`config.mk`:
```
export PLATFORM = sky130hd
export DESIGN_NAME = hid_report_hub_flat
export DESIGN_NICKNAME = d
export VERILOG_FILES = /design/src/rtl/hid_report_hub_if.sv /design/src/rtl/hid_report_hub.sv /design/src/flat_wrapper.sv
export SDC_FILE = /design/constraint.sdc
export NUM_CORES = 1
export LEC_CHECK = 0
export CORE_MARGIN = 8
export CORE_UTILIZATION = 50
export DETAILED_ROUTE_END_ITERATION = 12
export PLACE_DENSITY = 0.94
export SLEW_MARGIN = 20
export SYNTH_ARGS = -nofsm -noshare
export SYNTH_HDL_FRONTEND = slang
export SYNTH_SLANG_ARGS = --single-unit
```
`constraint.sdc`:
```
create_clock -name clk -period 4.9 [get_ports clk]
set_clock_uncertainty 0.05 [all_clocks]
set_input_delay 0.735 -clock clk [delete_from_list [all_inputs] [get_ports clk]]
set_output_delay 0.735 -clock clk [all_outputs]
set_load 0.02 [all_outputs]
```
`src/rtl/hid_report_hub_if.sv`:
```
// Forwarded-report stream between hid_report_hub and its consumer.
// The master drives the report, its channel tag and valid; the slave answers with ready.
interface hid_report_hub_if #(
  parameter int C_report_bytes = 8,
  parameter int C_chan_bits    = 3
);
  logic [C_report_bytes*8-1:0] out_report;
  logic [C_chan_bits-1:0]      out_channel;
  logic                        out_valid;
  logic                        out_ready;

  modport master (output out_report, output out_channel, output out_valid, input out_ready);
  modport slave  (input out_report, input out_channel, input out_valid, output out_ready);
endinterface

```
`src/rtl/hid_report_hub.sv`:
```
// HID report hub: per-channel shadow/display capture, round-robin forwarding, stale/overrun flags.
// Define HID_REPORT_HUB_CHANGE_FILTER_EN to forward only first or changed reports.
module hid_report_hub_lane #(
  parameter int RW = 64,
  parameter int TB = 24
) (
  input  logic          clk,
  input  logic          bus_reset,
  input  logic [RW-1:0] report,
  input  logic          valid,
  input  logic          grant,
  output logic [RW-1:0] shadow,
  output logic          pending,
  output logic          overrun,
  output logic          stale
);
  logic          capture_new;
  logic [TB-1:0] cnt, cnt_nxt;

`ifdef HID_REPORT_HUB_CHANGE_FILTER_EN
  logic seen;
  assign capture_new = valid && (!seen || (report != shadow));
  always_ff @(posedge clk)
    if (bus_reset)  seen <= 1'b0;
    else if (valid) seen <= 1'b1;
`else
  assign capture_new = valid;
`endif

  assign cnt_nxt = valid ? '0 : ((&cnt) ? cnt : cnt + TB'(1));

  always_ff @(posedge clk) begin
    if (bus_reset) begin
      shadow  <= '0;
      pending <= 1'b0;
      overrun <= 1'b0;
      cnt     <= '0;
      stale   <= 1'b0;
    end else begin
      cnt   <= cnt_nxt;
      stale <= &cnt_nxt;
      if (valid) shadow <= report;
      // a capture on the granted edge re-arms pending: the grant took the old shadow
      if (capture_new)     pending <= 1'b1;
      else if (grant)      pending <= 1'b0;
      if (capture_new && pending && !grant) overrun <= 1'b1;
    end
  end
endmodule

module hid_report_hub #(
  parameter int C_channels     = 2,
  parameter int C_report_bytes = 8,
  parameter int C_disp_bytes   = 8,
  parameter int C_timeout_bits = 24,
  parameter int C_chan_bits    = 3
) (
  input  logic                                clk,
  input  logic                                bus_reset,
  input  logic [C_channels*C_report_bytes*8-1:0] hid_report,
  input  logic [C_channels-1:0]               hid_valid,
  output logic [C_channels*C_disp_bytes*8-1:0] display,
  output logic [C_channels-1:0]               stale,
  output logic [C_channels-1:0]               overrun,
  hid_report_hub_if.master                    stream
);
  localparam int RW = C_report_bytes*8;
  localparam int DW = C_disp_bytes*8;

  typedef enum logic {IDLE, PRESENT} state_t;

  logic [C_channels-1:0][RW-1:0] shadow;
  logic [C_channels-1:0]         pending, grant;
  logic [C_chan_bits-1:0]        rr_ptr, sel, chan_q;
  logic [RW-1:0]                 rep_q;
  logic                          found, load;
  state_t                        state, state_nxt;

  for (genvar k = 0; k < C_channels; k++) begin : g_lane
    hid_report_hub_lane #(.RW(RW), .TB(C_timeout_bits)) u_lane (
      .clk      (clk),
      .bus_reset(bus_reset),
      .report   (hid_report[k*RW +: RW]),
      .valid    (hid_valid[k]),
      .grant    (grant[k]),
      .shadow   (shadow[k]),
      .pending  (pending[k]),
      .overrun  (overrun[k]),
      .stale    (stale[k])
    );
    assign display[k*DW +: DW] = shadow[k][DW-1:0];
  end

  // round-robin search starting at rr_ptr; lowest offset wins
  always_comb begin
    int idx;
    idx   = 0;
    sel   = '0;
    found = 1'b0;
    for (int i = C_channels-1; i >= 0; i--) begin
      idx = int'(rr_ptr) + i;
      if (idx >= C_channels) idx = idx - C_channels;
      if (pending[idx]) begin
        sel   = C_chan_bits'(idx);
        found = 1'b1;
      end
    end
  end

  always_ff @(posedge clk)
    if (bus_reset) state <= IDLE;
    else           state <= state_nxt;

  always_comb begin
    state_nxt = state;
    load      = 1'b0;
    case (state)
      IDLE:
        if (found) begin
          load      = 1'b1;
          state_nxt = PRESENT;
        end
      PRESENT:
        if (stream.out_ready) begin
          if (found) load = 1'b1;
          else       state_nxt = IDLE;
        end
      default: state_nxt = IDLE;
    endcase
  end

  assign grant = load ? (C_channels'(1) << sel) : '0;

  always_ff @(posedge clk) begin
    if (bus_reset) begin
      rep_q  <= '0;
      chan_q <= '0;
      rr_ptr <= '0;
    end else if (load) begin
      rep_q  <= shadow[sel];
      chan_q <= sel;
      rr_ptr <= (sel == C_chan_bits'(C_channels-1)) ? '0 : sel + C_chan_bits'(1);
    end
  end

  assign stream.out_report  = rep_q;
  assign stream.out_channel = chan_q;
  assign stream.out_valid   = (state == PRESENT);
endmodule

```
`src/flat_wrapper.sv`:
```
// flat-port wrapper written by rule: the top's interface ports become plain ports
module hid_report_hub_flat 
#(
  parameter int C_channels     = 2,
  parameter int C_report_bytes = 8,
  parameter int C_disp_bytes   = 8,
  parameter int C_timeout_bits = 24,
  parameter int C_chan_bits    = 3
)
  (clk, bus_reset, hid_report, hid_valid, display, stale, overrun, stream_out_report, stream_out_channel, stream_out_valid, stream_out_ready);
  hid_report_hub_if #(.C_report_bytes(C_report_bytes), .C_chan_bits(C_chan_bits)) stream_i ();
  input  logic clk;
  input  logic bus_reset;
  input  logic [C_channels*C_report_bytes*8-1:0] hid_report;
  input  logic [C_channels-1:0] hid_valid;
  output logic [C_channels*C_disp_bytes*8-1:0] display;
  output logic [C_channels-1:0] stale;
  output logic [C_channels-1:0] overrun;
  output wire logic [$bits(stream_i.out_report)-1:0] stream_out_report;
  output wire logic [$bits(stream_i.out_channel)-1:0] stream_out_channel;
  output wire logic [$bits(stream_i.out_valid)-1:0] stream_out_valid;
  input wire logic [$bits(stream_i.out_ready)-1:0] stream_out_ready;
  assign stream_out_report = stream_i.out_report;
  assign stream_out_channel = stream_i.out_channel;
  assign stream_out_valid = stream_i.out_valid;
  assign stream_i.out_ready = stream_out_ready;
  hid_report_hub #(.C_channels(C_channels), .C_report_bytes(C_report_bytes), .C_disp_bytes(C_disp_bytes), .C_timeout_bits(C_timeout_bits), .C_chan_bits(C_chan_bits)) u_core (.clk(clk), .bus_reset(bus_reset), .hid_report(hid_report), .hid_valid(hid_valid), .display(display), .stale(stale), .overrun(overrun), .stream(stream_i));
endmodule
```
## After elaboration in Yosys (flattened, before gate mapping)

Cells that the tools add are included.

| storage, ports and cells | value |
|---|---|
| flip-flop bits (word level) | 253 |
| latch bits | 0 |
| bits in writable memories | 0 |
| memory bits (read-only) | 0 |
| bits of input ports | 133 |
| output and inout bits | 200 |
| logic and storage cells | 69 |
| memories | 0 |

| operators by class | value |
|---|---|
| add/subtract/negate cells | 6 |
| multipliers | 0 |
| divide/modulo/power cells | 0 |
| magnitude comparators | 5 |
| eq/ne operators | 1 |
| shift operators | 1 |
| multiplexer cells | 29 |
| bitwise gates (word level) | 1 |
| reduce and logical (&&, ||, !) cells | 12 |

Operators with widths:

| kind | number |
|---|---|
| 64-bit 2-to-1 mux | 2 |
| 24-bit 2-to-1 mux | 4 |
| 24-bit AND reduction | 4 |
| 32-bit by 3-bit less-than comparator with 1-bit output (second input constant) | 2 |
| 32-bit 2-to-1 mux | 2 |
| 24-bit by 1-bit adder with 24-bit output (second input constant) | 2 |
| 32-bit by 3-bit >= comparator with 1-bit output (second input constant) | 1 |
| 32-bit by 3-bit subtractor with 32-bit output (second input constant) | 1 |
| 1-bit 2-to-1 mux | 15 |
| 3-bit 2-to-1 mux | 3 |
| 3-bit by 1-bit adder with 4-bit output (second input constant) | 1 |
| 1-bit logical AND | 4 |
| 1-bit case mux with 2 select lines | 2 |
| 2-bit nonzero test | 2 |
| 3-bit by 2-bit subtractor with 4-bit output (second input constant) | 1 |
| 3-bit by 1-bit adder with 3-bit output (second input constant) | 1 |
| 3-bit by 1-bit equality test with 1-bit output (second input constant) | 1 |
| 3-bit by 2-bit >= comparator with 1-bit output (second input constant) | 1 |
| 3-bit by 2-bit less-than comparator with 1-bit output (second input constant) | 1 |
| 1-bit by 3-bit left shift with 2-bit output (first input constant) | 1 |
| 1-bit zero test | 2 |
| 2-bit 2-to-1 mux | 1 |
| 1-bit NOT | 1 |

## Logic depth before layout (Yosys ltp)

| logic depth | value |
|---|---|
| depth after elaboration | 14 |
| gate-level depth with buffers | 11 |
| gate-level depth less buffers | 9 |

## By module

A second synthesis with hierarchy kept.

| second synthesis, totals | value |
|---|---|
| cell total of the unflattened synthesis | 1115 |
| area total of the unflattened synthesis | 10742.8 µm² |

By module, submodules not included:

| module | instances | cells each | area an instance (µm²) | sequential area each (µm²) |
|---|---|---|---|---|
| hid_report_hub_lane | 2 | 381 | 3694.8 | 1821.7 |
| hid_report_hub | 1 | 353 | 3353.2 | 1421.4 |

## Worst setup path before layout

No wires, ideal clock.

| path | value |
|---|---|
| path type | register -> register |
| from | register u_core.rr_ptr[0] |
| to | register u_core.rr_ptr[2] |
| library setup time | 106 ps |
| arrival time | 2356 ps |
| data required time | 4744 ps |
| slack | 2388 ps |
| stages on the path, launching flop included | 9 |
| buffers on the path | 0 |
| cell sequence | dfxtp_1 > inv_1 > ha_1 > ha_1 > a31oi_1 > and4b_1 > or3_1 > or4_1 > o311ai_0 |

| on the way | value |
|---|---|
| cells in the longest elaborated chain, start to end | 11 |

Ends and longest elaborated chain:

| item | RTL line | text |
|---|---|---|
| start: declaration | hid_report_hub.sv:74 | `logic [C_chan_bits-1:0] rr_ptr, sel, chan_q;` |
| start signal: assignment | hid_report_hub.sv:142 | `rr_ptr <= (sel == C_chan_bits'(C_channels-1)) ? '0 : sel + C_chan_bits'(1);` |
| parallel branches: the longest is 11 deep, another holds 32-bit by 3-bit subtractor with 32-bit output | - |  |

Several ways; the timed one is not identified. The select of a mux whose other input is x is not followed.
A chain may end at the register's enable or synchronous reset.

## Worst setup path after layout

| path | value |
|---|---|
| from | register u_core.g_lane[0].u_lane.cnt[0] |
| to | register u_core.g_lane[0].u_lane.stale |

| on the way | value |
|---|---|
| cells in the longest elaborated chain, start to end | 4 |

Ends and longest elaborated chain:

| item | RTL line | text |
|---|---|---|
| start: declaration | hid_report_hub.sv:18 | `logic [TB-1:0] cnt, cnt_nxt;` |
| start signal: assignment | hid_report_hub.sv:40 | `cnt <= cnt_nxt;` |
| 24-bit by 1-bit adder with 24-bit output / 24-bit AND reduction (equally long branches) | hid_report_hub.sv:30 | `assign cnt_nxt = valid ? '0 : ((&cnt) ? cnt : cnt + TB'(1));` |
| 24-bit 2-to-1 mux * (2 in series) | hid_report_hub.sv:30 |  |
| 24-bit AND reduction * | hid_report_hub.sv:41 | `stale <= &cnt_nxt;` |
| end signal: assignment | hid_report_hub.sv:41 |  |
| end: declaration | hid_report_hub.sv:15 | `output logic stale` |

Mark *: on every way between the ends. The rest lies on a longest branch, timed or not.

==> summary.txt <==
STA
  – Setup_tns: 0 ns
  – RSZ-0062 raised after global routing: false
  – Max-slew violation count: 0
  – Final setup fails: 0
  – Post-layout min period: ~3 ns
  – Hold WS: 0.403 ns
  – Final Hold Viols: 0
  – Fmax: roughly 340 MHz
  – Max transition margin: 0.261
  – Worst slew pin tran: approximately 1.1 ns
  – Tcrit/Tclk final: 0.595

Floorplanning
  – Full die area: 0.0260 sq mm
  – Ports: 333
  – Initial Util: 0.506
  – Die Y: 161 microns
  – Row count: 53
  – Core area: between 0.02 and 0.025 sq mm
  – Die X: approximately 160 microns

Clock tree
  – Worst-Skew Late Latency: 0.52 ns
  – Post-CTS Resized: 0
  – CTS Hold Bufs: 0
  – CTS tree: yes
  – Clock Sinks: roughly 250
  – Root Buffer: clkbuf_16
  – Clock transition at the registers of the reported paths: 0.06 ns
  – Clk buf depth: 3
  – Num CTS Buffers: 27
  – H-tree lvl count: 1
  – Postcts setup bufs: 0

Final layout
  – Final #Nets: between 1500 and 2000
  – Layout area overhead: 40.9%
  – Share of cells above drive strength 1: 0.0453

Logic synthesis
  – Post-synthesis cell count: approximately 1200
  – Synth area leaders: dfxtp_1 (48%), mux2i_1 (12%), nor2_1 (9.2%)
  – Post-synth top cells: nor2_1 (259), dfxtp_1 (253), nand2_1 (162)
  – Yosys warns: 0
  – Most common cell in the netlist: nor2_1
  – Most used DFF post-synth: dfxtp_1
  – Asr flop ratio synth: 0
  – Synth Register Bits: roughly 250
  – Yosys top cell by area: dfxtp_1
  – Synth Area per Inst: between 8 and 9 sq um
  – Post-synth EDFFs: 0
  – Top cell type's share of synthesized area: 0.479
  – Syn_nets: between 1000 and 1500
  – Register area share after synthesis: 0.479
  – Distinct cells, synth: just over 60
  – Mapped cell area: roughly 0.011 sq mm

Global route
  – GRT Util Overall: 0.263
  – First-pass GRT wire length: between 50 and 60 mm
  – Largest net degree at the start of global routing: around 120
  – Vias in the first global route: about 10000
  – Total gr overflow: 0
  – Initial antenna violation count: 0

Power
  – Peak VDD IR: roughly 230 uV
  – Clk pwr share: 0.376
  – Leakage power: around 5.7 nW
  – Switching pwr: roughly 0.0016 W
  – Pwr/cell area: about 380 mW/mm^2
  – Cell Int Power: ~0.0040 W
  – Switching Share: 0.284
  – Logic pwr share: 0.209
  – Sequential power share: 0.415

Critical path
  – Startpoint Class: flop
  – Top delay family on crit path: simple AND/OR/NAND/NOR gates
  – Worst EP required: about 5.3 ns
  – Maximum fanout along the worst path: 10
  – Slowest cell delay on critical path: roughly 0.6 ns
  – Crit path DAT: ~3.3 ns
  – Top cell by count, worst path: or3_1
  – CP Class: flop to flop
  – Worst path slowest cell: or3_1
  – Crit path buffers/inverters: 0
  – CP Capture Type: flop
  – CP cell instances: ha_1 > nand3_1 > or3_1 > or3_1 > nand2_8 > o21ai_2 > and4bb_1 > and4_1

Detailed routing
  – Total Wirelength: approximately 36 mm
  – Drt wl/cell: ~20 microns
  – Drt drc: 0
  – Drt first pass iters: 5
  – Number of nets with antenna violations after routing: 0
  – Initial DRC Count: between 700 and 800
  – Vias/cell: 5.67
  – Via count: 10100

Run status
  – Status: completed

Min path
  – HP Class: flop to flop

Flow run
  – Max-cap violations: 0

Placed design
  – RD Place Congestion: 0.911
  – HPWL after DPL: 24.4 mm
  – PortBufs: about 330
-- cells by family (layout without fill, tap and decap cells) --
group	after synthesis	in the layout	share of synthesized area
adders and majority gates	8	8	0.00947
and+or+nand+nor	546	546	0.228
buffers and inverters	94	397	0.0361
other	0	1	0
DFF	253	253	0.479
muxes	129	129	0.122
AOI/OAI and AO/OA	137	137	0.0985
xor gates and xnor gates	32	32	0.0265
-- final cells by class --
class / count / area (sq um)
antenna: 1 / 2.50
clock buffer: 37 / 763
clock inverter: 13 / 174
fill: 1454 / 6000
inverter: 8 / 30.0
multi-input combinational: 852 / 5140
sequential: 253 / 5060
tap: 275 / 344
timing repair buffer: 339 / 3370
-- stage by stage --
step | cells | power, W | cell area (sq um) | utilization | worst slack (ns)
finish | 1778 | 0.00565 | 14900 | 0.713 | 1.98
detailed placement | 1727 | 0.00355 | 13900 | 0.668 | 1.75
CTS | 1777 | 0.00569 | 14900 | 0.713 | 2.02
global route | 1777 | 0.00587 | 14900 | 0.713 | 1.77
global placement | 1727 | 0.00351 | 13900 | 0.668 | 1.88
floorplan | 1199 | 0.00298 | 10600 | - | 2.39
-- worst register-to-register path, cell delays in order (launching register included) --
cell and delay (ns):
dfxtp_1 0.41, ha_1 0.40, nand3_1 0.27, or3_1 0.51, or3_1 0.60, nand2_8 0.16, o21ai_2 0.06, and4bb_1 0.23
and4_1 0.17
-- metal layers --
metal	routed length, microns	track usage	up-vias
met5	0	0	-
met4	1660	0.134	0
met3	2930	0.0664	93
met2	17700	0.452	456
met1	13500	0.299	4808
li1	-	-	4722
-- power groups by stage --
stage	Sequential (W)	Clock, W	Combinational [W]
6_report	0.00234	0.00212	0.00118
5_1_grt	0.00236	0.00224	0.00126
4_1_cts	0.00234	0.00216	0.00119
3_5_place_dp	0.00238	0	0.00117
3_3_place_gp	0.00237	0	0.00114
2_1_floorplan	0.00254	0	0.000438
-- sequential cells by signal (all words and copies together), names as in the netlist --
signal and flops:
u_core.g_lane.u_lane.cnt 48, u_core.g_lane.u_lane.overrun 2, u_core.g_lane.u_lane.pending 2, u_core.g_lane.u_lane.shadow 128, u_core.g_lane.u_lane.stale 2, u_core.rr_ptr 3
u_core.stream.out_channel 3, u_core.stream.out_report 64, u_core.stream.out_valid 1
-- cells in the final DEF, fill, tap and decap left out, drive strengths merged, types with 9 or more instances in the layout --
master,count
xor2,17
mux2i,129
inv,9
nand4,12
nor2,259
a21oi,20
a31oi,9
and3,12
clkdlybuf4s50,329
nand2,163
buf,10
nor3,12
a311oi,65
nand3,29
clkbuf,37
dfxtp,253
xnor2,15
o21ai,13
-- worst paths after layout --
check                                                      from                              end  slack [ns]  cells past startpoint
worst max-delay path             u_core.g_lane[0].u_lane.cnt[0]    u_core.g_lane[0].u_lane.stale        1.98                      8
worst min-delay path            u_core.g_lane[1].u_lane.overrun  u_core.g_lane[1].u_lane.overrun        0.40                      2
worst max register to register   u_core.g_lane[0].u_lane.cnt[0]    u_core.g_lane[0].u_lane.stale        1.98                      8
worst min register to register  u_core.g_lane[1].u_lane.overrun  u_core.g_lane[1].u_lane.overrun        0.40                      2
Power figures use the tool's default switching activity.
